===== src/rtl/key_ctrl.sv =====
// Key-driven control of run/gate/page for a frequency meter: press, long-press and release handling.
// Optional auto-repeat of held up/down keys is enabled by defining KEY_CTRL_REPEAT_EN.
module key_ctrl #(
    parameter int unsigned p_system_clk = 100_000_000,
    parameter int unsigned p_long_ms    = 1000,
    parameter int unsigned p_repeat_ms  = 200
) (
    input  logic       clk,
    input  logic       rstn,
    input  logic       i_key_val,
    input  logic [4:0] i_key,
    output logic       o_run,
    output logic [1:0] o_gate_sel,
    output logic [1:0] o_page,
    output logic       o_clr
);

    localparam int unsigned TICK_CYC = p_system_clk / 1000;
    localparam int unsigned PW       = (TICK_CYC > 1) ? $clog2(TICK_CYC) : 1;
    localparam logic [PW-1:0] TICK_LAST = PW'(TICK_CYC - 1);
    localparam logic [9:0] LONG_MS   = 10'(p_long_ms);
    localparam logic [9:0] REPEAT_MS = 10'(p_repeat_ms);

    localparam logic [4:0] K_RUN   = 5'b00001;
    localparam logic [4:0] K_UP    = 5'b00010;
    localparam logic [4:0] K_DOWN  = 5'b00100;
    localparam logic [4:0] K_LEFT  = 5'b01000;
    localparam logic [4:0] K_RIGHT = 5'b10000;

    typedef enum logic [1:0] {S_IDLE, S_PRESS, S_LONG, S_REPEAT} state_t;

    state_t        r_state;
    logic [4:0]    r_key_prev;
    logic [4:0]    r_trk;
    logic [PW-1:0] r_presc;
    logic [9:0]    r_ms_cnt;

    logic [4:0] w_press;
    logic [4:0] w_first;
    logic       w_rel;
    logic       w_tick;
    logic [9:0] w_ms_lim;
    logic       w_ms_hit;
    logic [1:0] w_gate_new;

    function automatic logic [1:0] f_gate_step(input logic [4:0] key, input logic [1:0] gate);
        if (key == K_UP)
            return (gate == 2'd3) ? gate : gate + 2'd1;
        else if (key == K_DOWN)
            return (gate == 2'd0) ? gate : gate - 2'd1;
        else
            return gate;
    endfunction

    // Lowest-index new press wins; two's-complement isolates the lowest set bit.
    assign w_press    = i_key & ~r_key_prev;
    assign w_first    = w_press & (~w_press + 5'd1);
    assign w_rel      = i_key_val && ((r_trk & ~i_key) != '0);
    assign w_tick     = (r_presc == TICK_LAST);
    assign w_ms_lim   = (r_state == S_REPEAT) ? REPEAT_MS : LONG_MS;
    assign w_ms_hit   = (r_ms_cnt >= w_ms_lim);
    assign w_gate_new = f_gate_step(w_first, o_gate_sel);

    always_ff @(posedge clk or negedge rstn) begin
        if (!rstn) begin
            r_state    <= S_IDLE;
            r_key_prev <= '0;
            r_trk      <= '0;
            r_presc    <= '0;
            r_ms_cnt   <= '0;
            o_run      <= 1'b1;
            o_gate_sel <= 2'd2;
            o_page     <= 2'd0;
            o_clr      <= 1'b0;
        end else begin
            o_clr <= 1'b0;
            if (i_key_val)
                r_key_prev <= i_key;

            if (r_state != S_IDLE) begin
                if (w_tick) begin
                    r_presc <= '0;
                    if (r_ms_cnt != '1)
                        r_ms_cnt <= r_ms_cnt + 10'd1;
                end else begin
                    r_presc <= r_presc + PW'(1);
                end
            end

            case (r_state)
                S_IDLE: begin
                    if (i_key_val && (w_press != '0)) begin
                        r_trk    <= w_first;
                        r_presc  <= '0;
                        r_ms_cnt <= '0;
                        r_state  <= S_PRESS;
                        if (w_first == K_UP || w_first == K_DOWN) begin
                            o_gate_sel <= w_gate_new;
                            o_clr      <= (w_gate_new != o_gate_sel);
                        end else if (w_first == K_LEFT) begin
                            o_page <= (o_page == 2'd0) ? 2'd2 : o_page - 2'd1;
                        end else if (w_first == K_RIGHT) begin
                            o_page <= (o_page >= 2'd2) ? 2'd0 : o_page + 2'd1;
                        end
                    end
                end
                S_PRESS: begin
                    if (w_rel) begin
                        if (r_trk == K_RUN) begin
                            o_run <= ~o_run;
                            o_clr <= 1'b1;
                        end
                        r_trk   <= '0;
                        r_state <= S_IDLE;
                    end else if (w_ms_hit) begin
                        if (r_trk == K_RUN) begin
                            o_gate_sel <= 2'd2;
                            o_page     <= 2'd0;
                            o_run      <= 1'b1;
                            o_clr      <= 1'b1;
                            r_state    <= S_LONG;
                        end else if (r_trk == K_UP || r_trk == K_DOWN) begin
`ifdef KEY_CTRL_REPEAT_EN
                            // The long-press threshold delivers the first repeat.
                            o_gate_sel <= f_gate_step(r_trk, o_gate_sel);
                            o_clr      <= (f_gate_step(r_trk, o_gate_sel) != o_gate_sel);
                            r_ms_cnt   <= '0;
                            r_state    <= S_REPEAT;
`else
                            r_state    <= S_LONG;
`endif
                        end else begin
                            r_state <= S_LONG;
                        end
                    end
                end
                S_LONG: begin
                    if (w_rel) begin
                        r_trk   <= '0;
                        r_state <= S_IDLE;
                    end
                end
                S_REPEAT: begin
`ifdef KEY_CTRL_REPEAT_EN
                    if (w_rel) begin
                        r_trk   <= '0;
                        r_state <= S_IDLE;
                    end else if (w_ms_hit) begin
                        o_gate_sel <= f_gate_step(r_trk, o_gate_sel);
                        o_clr      <= (f_gate_step(r_trk, o_gate_sel) != o_gate_sel);
                        r_ms_cnt   <= '0;
                    end
`else
                    r_trk   <= '0;
                    r_state <= S_IDLE;
`endif
                end
                default: r_state <= S_IDLE;
            endcase
        end
    end

endmodule


===== config.mk =====
export PLATFORM = sky130hd
export DESIGN_NAME = key_ctrl
export DESIGN_NICKNAME = d
export VERILOG_FILES = /design/src/rtl/key_ctrl.sv
export SDC_FILE = /design/constraint.sdc
export NUM_CORES = 1
export LEC_CHECK = 0
export BUFFER_PORTS_ARGS = -buffer_cell sky130_fd_sc_hd__buf_4
export CAP_MARGIN = 20
export CORE_MARGIN = 2
export CORE_UTILIZATION = 60
export DETAILED_ROUTE_END_ITERATION = 10
export GPL_TIMING_DRIVEN = 0
export PLACE_DENSITY = 0.79
export SLEW_MARGIN = 15
export SYNTH_ARGS = -nofsm -noshare
export SYNTH_HDL_FRONTEND = slang
export SYNTH_SLANG_ARGS = --single-unit

===== constraint.sdc =====
create_clock -name clk -period 3.2 [get_ports clk]
set_clock_uncertainty 0.1 [all_clocks]
set_input_delay 0 -clock clk [delete_from_list [all_inputs] [get_ports clk]]
set_output_delay 0 -clock clk [all_outputs]
set_load 0.02 [all_outputs]

==> out/results.ini <==
[run_status]
status=finished, final reports clean

[final_layout]
drive_gt1_frac=0.125
n_antenna_cell=0
layout.nets=340
fin_cells=372
synthToLayoutAreaGrowth_pct=13.0
num-fill-cells=360

[floorplan]
initial_core_util=0.622
ioPinCount=14
core-area_mm2=0.00432
die_y_um=71.0
chipWidth_um=71.0
fp-row-count=24
fp.dieArea_mm2=0.00504

[timing]
fin_crit_ps=2710
setup_ws_ps=490
max-slew-margin-rel=0.502
drv_slew=0
rsz0062_at_grt=no
fin_crit_sh=0.847
final-setup-viol-count=0
final.setup.tns_ps=0
hold_viol=0
worst_slew_pin_slew_ps=739
whs_ps=112
clock.fmax_mhz=369

[clock_tree]
clock_path_buffers=2
cts_tree=built
post-cts-setup-buffers=0
clock_latency_ps=290
ctsResizeCount=0
postCtsHoldBufs=6
cts.clk_slew.worst_paths_ps=90
clock_tree.root_cell=clkbuf_8
htree_levels=2
cts_sinks=45
cts_made_buffers=5

[power]
switching_share=0.365
p_switching_mw=0.707
powerDensity_mw_per_mm2=637
power_leakage_nw=1.32
internal-power_mw=1.23
pwr-share-clk=0.264
seqPwrFrac=0.374
pwr-share-comb=0.362
ir_drop_v=0.000439
power_mw=1.94

[global_route]
antenna_found_initial=0
grt_start_max_net_pins=46
grt-ovfl-total=0
grt_pass1_vias=2308
groute.usage.overall=0.255
grt_first_pass_wirelength_um=10300

[routing]
wl_per_cell_um=16.1
drc_errors=0
drtIter0Drc=124
vias_per_cell=6.17
vias=2294
detail-route-antenna-nets=0
wl_um=5980
dr.pass1.iters=4

[setup_path]
crit_type=reg2reg
cpMostUsedCell=clkbuf_1
crit_required_ps=3270
cp_slowest_cell=clkbuf_1
cp.arrival_ps=2780
crit_chain=ha_1 > and4_1 > buf_4 > nand4_1 > nand2_1 > clkbuf_1 > clkbuf_1 > o31ai_1
critPathMaxStageDelay_ps=420
cp-start-kind=register
cp_top_family=buffers and inverters
cp-end-kind=register
rrSetupSlack_ps=490
path_max_fanout=10
path_buf_inv=3

[placement]
hpwl_um=4170
numPortBuffers=12
dp.cells=358
place_congestion=0.819
place_ws_ps=548

[logic_synthesis]
syn_avg_cell_area_um2=9.15
ys.flop_type=dfrtp_1
ys_ff_latch=45
yosysUniqueCellTypes=51
synth_edf_count=0
yosysSeqAreaShare=0.420
synth-async-reset-ratio=1.00
postSynthCellCount=294
synth_area_mm2=0.00269
synth.net_count=315
yosysWarningCount=0

[min_path]
hold_class=in2reg

[run]
drv_cap=0

-- layout make-up --
| class | instances | area, um^2 | share of cell area |
|---|---|---|---|
| Timing Repair Buffer | 18 | 150 | 0.0494 |
| Clock buffer | 5 | 68.8 | 0.0226 |
| Sequential cell | 45 | 1130 | 0.371 |
| Multi-Input combinational cell | 223 | 1450 | 0.477 |
| Buffer | 12 | 58.8 | 0.0193 |
| Clock inverter | 3 | 65.1 | 0.0214 |
| Inverter | 14 | 52.6 | 0.0173 |
| Tap cell | 52 | 65.1 | 0.0214 |
-- final timing paths --
kind                          startpoint             to  cells past startpoint
min in group asynchronous           rstn     r_presc[2]                      2
setup / recovery              r_presc[0]     r_presc[8]                      8
hold reg to reg            r_key_prev[2]  r_key_prev[2]                      1
max in group asynchronous           rstn          o_run                      2
hold / removal                 i_key_val  r_key_prev[3]                      2
setup reg to reg              r_presc[0]     r_presc[8]                      8
-- sequential cells by signal (all words and copies together), names as in the netlist --
signal,flops
o_clr,1
r_trk,5
o_page,2
r_state,2
o_gate_sel,2
o_run,1
r_presc,17
r_key_prev,5
r_ms_cnt,10
-- power by group through the flow --
stage                     registers (mW)  clock network (mW)  logic [mW]
after CTS                          0.722               0.518       0.696
final                              0.724               0.511       0.701
after detailed placement           0.733                   0       0.688
after global routing               0.732               0.538       0.772
after floorplan                    0.744                   0       0.464
after global placement             0.728                   0       0.658
-- routing by layer --
metal  vias to the layer above  share of wire  global-route usage
li1                       1127              -                   -
met1                      1135           0.46               0.323
met2                        30           0.51               0.433
met3                         2          0.034              0.0570
met4                         0         0.0042              0.0881
met5                         -              0                   0
-- cell families after synthesis --
| family | count (synthesis) | synth area share |
|---|---|---|
| AOI/OAI and AO/OA | 80 | 0.195 |
| and+or+nand+nor | 115 | 0.227 |
| muxes | 10 | 0.0405 |
| DFF | 45 | 0.420 |
| xor gates and xnor gates | 5 | 0.0163 |
| buffers and inverters | 26 | 0.0414 |
| adders and majority gates | 13 | 0.0605 |
-- synth_stat cells, types with 2 or more instances --
library cell,count,area share
a211o_1,3,0.0098
a211oi_1,2,0.0056
a21o_1,2,0.0056
a21oi_1,14,0.026
a22o_1,3,0.0098
a31oi_1,3,0.0070
and3_1,10,0.023
buf_2,2,0.0037
clkbuf_1,8,0.011
dfrtp_1,43,0.40
dfstp_2,2,0.020
ha_1,13,0.060
inv_1,14,0.020
mux2_2,7,0.029
mux2i_1,3,0.011
nand2_1,28,0.039
nand2b_1,6,0.014
nand3_1,15,0.028
nand4_1,5,0.012
nor2_1,21,0.029
nor2b_1,4,0.0093
nor3_1,5,0.0093
nor3b_1,4,0.011
nor4_1,3,0.0070
nor4bb_1,2,0.0074
o21a_1,3,0.0084
o21ai_0,28,0.052
o22ai_1,2,0.0047
o31ai_1,6,0.017
o41ai_1,5,0.016
or3_1,4,0.0093
or3_2,2,0.0056
xnor2_1,3,0.0098
xor2_1,2,0.0065
-- metrics by stage --
step                      area [um^2]  utilization
after floorplan                  2690            -
after global placement           2850        0.658
after detailed placement         2850        0.658
after CTS                        3040        0.703
after global routing             3040        0.703
final                            3040        0.703
-- cells in the final DEF (no fill, tap or decap), drive strengths merged, types with 7 or more instances in the layout --
| cell type | count |
|---|---|
| and3 | 10 |
| a21oi | 14 |
| dfrtp | 43 |
| nand2 | 28 |
| mux2 | 7 |
| nand3 | 15 |
| inv | 14 |
| ha | 13 |
| nor2 | 21 |
| o21ai | 28 |
| buf | 16 |
| clkbuf | 13 |
Note: power is estimated with default switching activity, not from simulation.
